[config.mk]
export PLATFORM = sky130hd
export DESIGN_NAME = ptfuse_loader
export DESIGN_NICKNAME = d
export VERILOG_FILES = /design/src/rtl/ptfuse_loader.sv
export SDC_FILE = /design/constraint.sdc
export NUM_CORES = 1
export LEC_CHECK = 0
export BUFFER_PORTS_ARGS = -buffer_cell sky130_fd_sc_hd__buf_2
export CAP_MARGIN = 40
export CELL_PAD_IN_SITES_DETAIL_PLACEMENT = 1
export CELL_PAD_IN_SITES_GLOBAL_PLACEMENT = 1
export CORE_MARGIN = 3
export CORE_UTILIZATION = 30
export DETAILED_ROUTE_END_ITERATION = 6
export PLACE_DENSITY = 0.59
export SETUP_SLACK_MARGIN = 0.15
export SYNTH_ARGS = -nofsm -noshare
export SYNTH_HDL_FRONTEND = slang
export SYNTH_SLANG_ARGS = --single-unit
[constraint.sdc]
create_clock -name clk -period 4.67 [get_ports clk]
set_input_delay 0.467 -clock clk [delete_from_list [all_inputs] [get_ports clk]]
set_output_delay 0.467 -clock clk [all_outputs]
set_load 0.05 [all_outputs]
[src/rtl/ptfuse_loader.sv]
// Serial fuse loader: shifts a bit stream into a 96-bit shadow row and commits
// each complete row atomically into the flattened product-term selection bitmap.
module ptfuse_loader #(
  parameter int NUM_PT   = 5,
  parameter int PT_WIDTH = 96
) (
  input  logic                       clk,
  input  logic                       rst_n,
  input  logic                       cfg_start,
  input  logic                       cfg_valid,
  input  logic                       cfg_bit,
  output logic                       cfg_ready,
  output logic                       cfg_busy,
  output logic                       cfg_done,
  output logic [0:NUM_PT*PT_WIDTH-1] ptbitmap_mux
);

  localparam int ROW_W = (NUM_PT > 1) ? $clog2(NUM_PT) : 1;
  localparam int BIT_W = $clog2(PT_WIDTH);
  localparam logic [ROW_W-1:0] LAST_ROW = ROW_W'(NUM_PT - 1);
  localparam logic [BIT_W-1:0] LAST_BIT = BIT_W'(PT_WIDTH - 1);

  typedef enum logic [1:0] {IDLE, SHIFT, COMMIT, DONE} state_t;

  state_t              state;
  logic [0:PT_WIDTH-1] shadow;
  logic [ROW_W-1:0]    row_cnt;
  logic [BIT_W-1:0]    bit_cnt;

  // NOTE: all state, including handshake outputs, is updated with non-blocking
  // assignments so every register samples pre-edge values.
  // NOTE: the committed bitmap is reset too: an all-zero row grounds its
  // product term, so reset must land the array in that safe state at once.
  always_ff @(posedge clk or negedge rst_n) begin
    if (!rst_n) begin
      state        <= IDLE;
      shadow       <= '0;
      row_cnt      <= '0;
      bit_cnt      <= '0;
      ptbitmap_mux <= '0;
      cfg_ready    <= 1'b0;
      cfg_busy     <= 1'b0;
      cfg_done     <= 1'b0;
    end else if (cfg_start) begin
      // Start overrides any beat or pending commit in the same cycle.
      state     <= SHIFT;
      shadow    <= '0;
      row_cnt   <= '0;
      bit_cnt   <= '0;
      cfg_ready <= 1'b1;
      cfg_busy  <= 1'b1;
      cfg_done  <= 1'b0;
    end else begin
      unique case (state)
        SHIFT: begin
          if (cfg_valid) begin
            // First accepted bit migrates down to index 0 after a full row.
            shadow <= {shadow[1:PT_WIDTH-1], cfg_bit};
            if (bit_cnt == LAST_BIT) begin
              state     <= COMMIT;
              cfg_ready <= 1'b0;
            end else begin
              bit_cnt <= bit_cnt + 1'b1;
            end
          end
        end
        COMMIT: begin
          ptbitmap_mux[int'(row_cnt)*PT_WIDTH +: PT_WIDTH] <= shadow;
          bit_cnt <= '0;
          if (row_cnt == LAST_ROW) begin
            state     <= DONE;
            cfg_ready <= 1'b0;
            cfg_busy  <= 1'b0;
            cfg_done  <= 1'b1;
          end else begin
            row_cnt   <= row_cnt + 1'b1;
            state     <= SHIFT;
            cfg_ready <= 1'b1;
          end
        end
        default: ; // IDLE and DONE hold until start or reset
      endcase
    end
  end

endmodule

; ---- Yosys cells after proc, flatten, opt, wreduce, memory -nomap -nowiden
; Cells that the tools add are included.
[totals]
regBits = 591
input_bits = 5
out_inout_bits = 483
elab_cells = 62
[classes]
addsub = 3
n_mul = 1
eq_ne = 8
shifts = 2
mux = 27
bitwise = 2
reduce_logical = 11
[ops]
columns = operator, n
row1 = $shift A481 B33 Y480 const A, 1
row2 = $shiftx A481 B33 Y480, 1
row3 = $bwmux W480, 1
row4 = $mux W96, 3
row5 = $neg A32 Y33, 1
row6 = $not A10 Y32, 1
row7 = $mux W7, 3
row8 = $pmux W7 S2, 1
row9 = $mux W1, 10
row10 = $mux W3, 3
row11 = $ne A3 B3 Y1 const B, 3
row12 = $mux W2, 4
row13 = $reduce_and A2 Y1, 4
row14 = $reduce_bool A2 Y1, 4
row15 = $add A7 B1 Y7 const B, 1
row16 = $eq A7 B7 Y1 const B, 1
row17 = $reduce_and A3 Y1, 2
row18 = $mul A3 B2 Y5 const B, 1
row19 = $pmux W2 S2, 1
row20 = $add A3 B1 Y3 const B, 1
row21 = $eq A3 B3 Y1 const B, 1
row22 = $reduce_bool A3 Y1, 1
row23 = $eq A2 B1 Y1 const B, 1
row24 = $eq A2 B2 Y1 const B, 1
row25 = other kinds (3), 3

; ---- Longest topological paths before layout
[depth]
word_depth = 5
depth_mapped = 11

; ---- Worst setup path before layout
; No wires, ideal clock.
[synth_timing]
path_type = reg2reg
from = register row_cnt[0]
to = register ptbitmap_mux[180] (netlist name)
t_arrival_ns = 3.014
t_required_ns = 4.545
setup_slack_ns = 1.531
path_stages_with_launch = 12
period_less_slack_ns = 3.139
path_cell_list = dfrtp_1 clkbuf_1 clkbuf_1 clkbuf_1 inv_1 ha_1 clkbuf_1 nand2b_1 buf_2 a21oi_1 buf_4 mux2_2
[synth_via]
elab_chain_cells = 5
[synth_rtl]
columns = item, line
row1 = "start, declared", 27  ; logic [ROW_W-1:0] row_cnt;
row2 = "start signal, assigned", 76  ; row_cnt <= row_cnt + 1'b1;
row3 = $mul A3 B2 Y5 *, 68  ; ptbitmap_mux[int'(row_cnt)*PT_WIDTH +: PT_WIDTH] <= shadow;
row4 = $not A10 Y32 (not written as such) *, 68
row5 = $neg A32 Y33 *, 68
row6 = $shiftx A481 B33 Y480 / $shift A481 B33 Y480 (equally long branches), 68
row7 = $bwmux W480 *, 68
row8 = "end signal, assigned by index", 68
row9 = "end, declared", 15  ; output logic [0:NUM_PT*PT_WIDTH-1] ptbitmap_mux
; Mark *: on every way between the ends. The rest lies on a longest branch, timed or not.
; A chain may end at the register's enable or synchronous reset.

; ---- Worst setup path in the final report
[layout_timing]
from = register row_cnt[0]
to = register ptbitmap_mux[62] (netlist name)
; The elaborated chain is that of the path after synthesis.

==> flow_summary_export.csv <==
group,metric,value,unit
floorplanning,io-pin-count,488,
global_routing,number_of_antenna_violations_at_the_first_check_in_global_routing,2,
timing,slew_headroom,0.4066,
timing,worstMarginPinSlew,0.8901,ns
status,outcome,"complete, no violations",
timing,post-route-worst-setup-slack,0.8058,ns
timing,final-hold-violation-count,0,
power_and_ir_drop,power.static_leakage,0.01602,uW
cts,cts_tree,"built",
placement,gpl.final_weighted_congestion,0.8030,
logic_synthesis,synthDistinctLibCells,47,
timing,peak_freq,258.8,MHz
cts,insertion_delay,0.60,ns
floorplanning,core_area,85280,um^2
worst_hold_path,holdCritPathClass,"in -> reg",
placement,post-place-ws,0.7911,ns
cts,numCtsBuffers,72,
cts,clock_tree.htree_level_count,3,
cts,worst_setup_hold_path_clk_slew,0.06,ns
timing,ratio_of_final_minimum_period_to_clock_period,0.8274,
logic_synthesis,synthDominantAreaCellType,"sky130_fd_sc_hd__dfrtp_1",
logic_synthesis,yosys_warning_count,0,
timing,final_worst_path_period_need,3.864,ns
global_routing,wire_length_of_the_first_global_routing_pass,141300,um
drt,drc,0,
global_routing,gr_util_all_layers,0.2081,
logic_synthesis,synthesis.area,25850,um^2
cells_and_area,drive_above_1_share,0.3723,
cts,post_cts_repair_resize_count,0,
timing,final-setup-viol-count,0,
timing,unrepaired_setup_endpoints_after_global_routing,"no",
power_and_ir_drop,peakVddDrop,210.2,uV
logic_synthesis,synth_area_leaders,"sky130_fd_sc_hd__dfrtp_1 (57%), sky130_fd_sc_hd__mux2_2 (14%), sky130_fd_sc_hd__nand2_1 (4.5%)",
cts,cts.path.max_buffers,3,
logic_synthesis,synth.ff_latch_count,591,
drt,drt-wirelength-per-cell,24.89,um
logic_synthesis,ys.flop_type,"sky130_fd_sc_hd__dfrtp_1",
timing,drv_slew,0,
power_and_ir_drop,power.density_cell_area,355.4,nW/um^2
floorplanning,row_count,107,
floorplanning,die_height,299.5,um
timing,fin_setup_tns,0,ns
drt,vias_per_cell,5.034,
global_routing,grt_overflow,0,
cells_and_area,area_delta_synth_final,24.16,%
global_routing,grt_pass1_vias,20550,
setup_path,path_max_fanout,54,
setup_path,critical_path.startpoint_type,"flop",
cts,root_buffer,"sky130_fd_sc_hd__clkbuf_16",
placement,placement.io_buffers,487,
floorplanning,start_util,0.3031,
drt,route.vias.total,19200,
drt,ant_nets,0,
flow_run,timing.max_cap.violations,0,
timing,fin_skew,0.02544,ns
cells_and_area,final_net_count,2627,
logic_synthesis,synth_top_area_share,0.5721,
placement,placement.cell_area,29700,um^2
drt,detail_route.iter0.violations,1095,
logic_synthesis,postSynthCellCount,2161,
floorplanning,chipWidth,299.5,um
setup_path,worst_ep_required_time,5.11,ns
floorplanning,die-area,89730,um^2
cells_and_area,final_layout_fill_cell_count,9343,
setup_path,worst_setup_path_end_kind,"flop",
drt,finalWirelength,94920,um
setup_path,critical_path_class,"reg -> reg",
placement,hpwl,69510,um
logic_synthesis,synth-async-reset-ratio,1.000,
cts,number_of_clock_sinks,591,
setup_path,arrival_time_of_the_worst_setup_path,4.30,ns
global_routing,grt_start_max_net_pins,115,
logic_synthesis,synth_sequential_area_ratio,0.5721,
cells_and_area,post-route-cell-area,32100,um^2
logic_synthesis,synth_nets,2176,
drt,dr.pass1.iters,5,
logic_synthesis,syn_avg_cell_area,11.96,um^2
logic_synthesis,synth_edf_count,0,
[cell type report]
type                            count  area [um^2]  area share
Antenna cell                        2        5.005   0.0001559
Clock buffer                      104         2105     0.06557
Clock inverter                     25        277.8    0.008654
Inverter                           30        112.6    0.003508
Multi-Input combinational cell   1374        10400      0.3239
Sequential cell                   591        14790      0.4609
Tap cell                         1144         1431     0.04460
Timing Repair Buffer              543         2978     0.09278
[cells by family (layout without fill, tap and decap cells)]
group / Yosys count / after routing / synth area share
DFF: 591 / 591 / 0.5721
muxes: 492 / 492 / 0.2092
AOI/OAI and AO/OA: 391 / 391 / 0.09574
and+or+nand+nor: 471 / 471 / 0.08301
other: 0 / 2 / 0
buffers and inverters: 196 / 702 / 0.03117
xor gates and xnor gates: 10 / 10 / 0.003678
adders and majority gates: 10 / 10 / 0.005131
[power breakdown]
part           internal (uW)  total, uW  switching, uW
sequential              5140       5150           14.6
clock                   3410       5680           2270
combinational            128        573            445
total                   8670      11400           2730
[repair_timing]
action                                  CTS  global route
endpoints found under the setup margin    0             0
hold endpoints to repair                 92             0
hold buffers                              1             0
buffers inserted                          0             0
[state kept, by name (all words and copies together), names as in the netlist]
register and flops:
bit_cnt 7, cfg_busy 1, cfg_done 1, cfg_ready 1
ptbitmap_mux 480, row_cnt 3, shadow 96, state 2
[routing by layer]
metal	track usage	share of wire
met5	0	0.000074
met4	0.05277	0.022
met2	0.3311	0.46
met3	0.05055	0.069
met1	0.2851	0.45
[cell usage after synthesis (3+ instances only)]
library cell and instances:
sky130_fd_sc_hd__o31ai_1 54, sky130_fd_sc_hd__o22ai_1 80, sky130_fd_sc_hd__mux2i_1 106, sky130_fd_sc_hd__buf_1 11, sky130_fd_sc_hd__xnor2_1 4, sky130_fd_sc_hd__nand2_1 308
sky130_fd_sc_hd__clkbuf_1 111, sky130_fd_sc_hd__buf_2 38, sky130_fd_sc_hd__o21ai_0 77, sky130_fd_sc_hd__or4_1 3, sky130_fd_sc_hd__mux2_1 76, sky130_fd_sc_hd__xor2_1 5
sky130_fd_sc_hd__nor2_1 15, sky130_fd_sc_hd__dfrtp_1 591, sky130_fd_sc_hd__or2_2 3, sky130_fd_sc_hd__nand2b_1 37, sky130_fd_sc_hd__nand3_1 9, sky130_fd_sc_hd__nor2b_1 27
sky130_fd_sc_hd__mux2_2 310, sky130_fd_sc_hd__a22o_1 30, sky130_fd_sc_hd__a21oi_1 100, sky130_fd_sc_hd__nand4_1 4, sky130_fd_sc_hd__ha_1 9, sky130_fd_sc_hd__a22oi_1 23
sky130_fd_sc_hd__buf_4 6, sky130_fd_sc_hd__inv_1 30, sky130_fd_sc_hd__and2_1 52, sky130_fd_sc_hd__a32o_1 16
[layout by cell type (no fill, tap or decap), types with 4 or more instances in the layout]
| cell | count |
|---|---|
| sky130_fd_sc_hd__buf_2 | 485 |
| sky130_fd_sc_hd__a22oi_1 | 23 |
| sky130_fd_sc_hd__o22ai_1 | 80 |
| sky130_fd_sc_hd__o31ai_1 | 54 |
| sky130_fd_sc_hd__nand2_1 | 307 |
| sky130_fd_sc_hd__nand4_1 | 4 |
| sky130_fd_sc_hd__ha_1 | 8 |
| sky130_fd_sc_hd__a32o_1 | 16 |
| sky130_fd_sc_hd__buf_8 | 4 |
| sky130_fd_sc_hd__a22o_1 | 30 |
| sky130_fd_sc_hd__bufinv_16 | 5 |
| sky130_fd_sc_hd__buf_4 | 47 |
| sky130_fd_sc_hd__o21ai_0 | 77 |
| sky130_fd_sc_hd__and2_1 | 52 |
| sky130_fd_sc_hd__nand3_1 | 9 |
| sky130_fd_sc_hd__clkinv_2 | 14 |
| sky130_fd_sc_hd__clkbuf_1 | 16 |
| sky130_fd_sc_hd__mux2_1 | 76 |
| sky130_fd_sc_hd__xor2_1 | 4 |
| sky130_fd_sc_hd__nor2b_1 | 26 |
| sky130_fd_sc_hd__dfrtp_1 | 590 |
| sky130_fd_sc_hd__mux2_2 | 310 |
| sky130_fd_sc_hd__inv_1 | 30 |
| sky130_fd_sc_hd__buf_12 | 5 |
| sky130_fd_sc_hd__clkbuf_16 | 74 |
| sky130_fd_sc_hd__mux2i_1 | 106 |
| sky130_fd_sc_hd__clkbuf_8 | 14 |
| sky130_fd_sc_hd__a21oi_4 | 4 |
| sky130_fd_sc_hd__nor2_1 | 13 |
| sky130_fd_sc_hd__nand2b_1 | 34 |
| sky130_fd_sc_hd__a21oi_1 | 97 |
[through the flow]
stage / util / instances / hold slack [ns] / power, uW
floorplan: - / 2161 / 0.1714 / 5547
global placement: 0.3471 / 3675 / 0.4581 / 5808
detailed placement: 0.3483 / 3681 / 0.4626 / 5832
CTS: 0.3763 / 3811 / 0.1304 / 11600
global route: 0.3763 / 3811 / 0.1513 / 11870
finish: 0.3764 / 3813 / 0.1562 / 11410
[final timing paths]
kind	startpoint	to	slack [ns]	cells past startpoint
hold / removal	cfg_bit	shadow[95]	0.16	3
max in group asynchronous	rst_n	ptbitmap_mux[298]	2.89	3
setup / recovery	row_cnt[0]	ptbitmap_mux[62]	0.81	8
setup reg to reg	row_cnt[0]	ptbitmap_mux[62]	0.81	8
hold reg to reg	ptbitmap_mux[17]	ptbitmap_mux[17]	0.47	2
min in group asynchronous	rst_n	ptbitmap_mux[87]	0.54	2
[worst max-delay path, cell delays in order (launching register included)]
cell	delay, ns
sky130_fd_sc_hd__dfrtp_4	0.47
sky130_fd_sc_hd__buf_4	0.56
sky130_fd_sc_hd__inv_1	0.25
sky130_fd_sc_hd__ha_4	0.54
sky130_fd_sc_hd__buf_4	0.63
sky130_fd_sc_hd__nand2b_2	0.26
sky130_fd_sc_hd__buf_4	0.43
sky130_fd_sc_hd__or2_2	0.31
sky130_fd_sc_hd__o21ai_0	0.12
(Power assumes the default switching activity.)
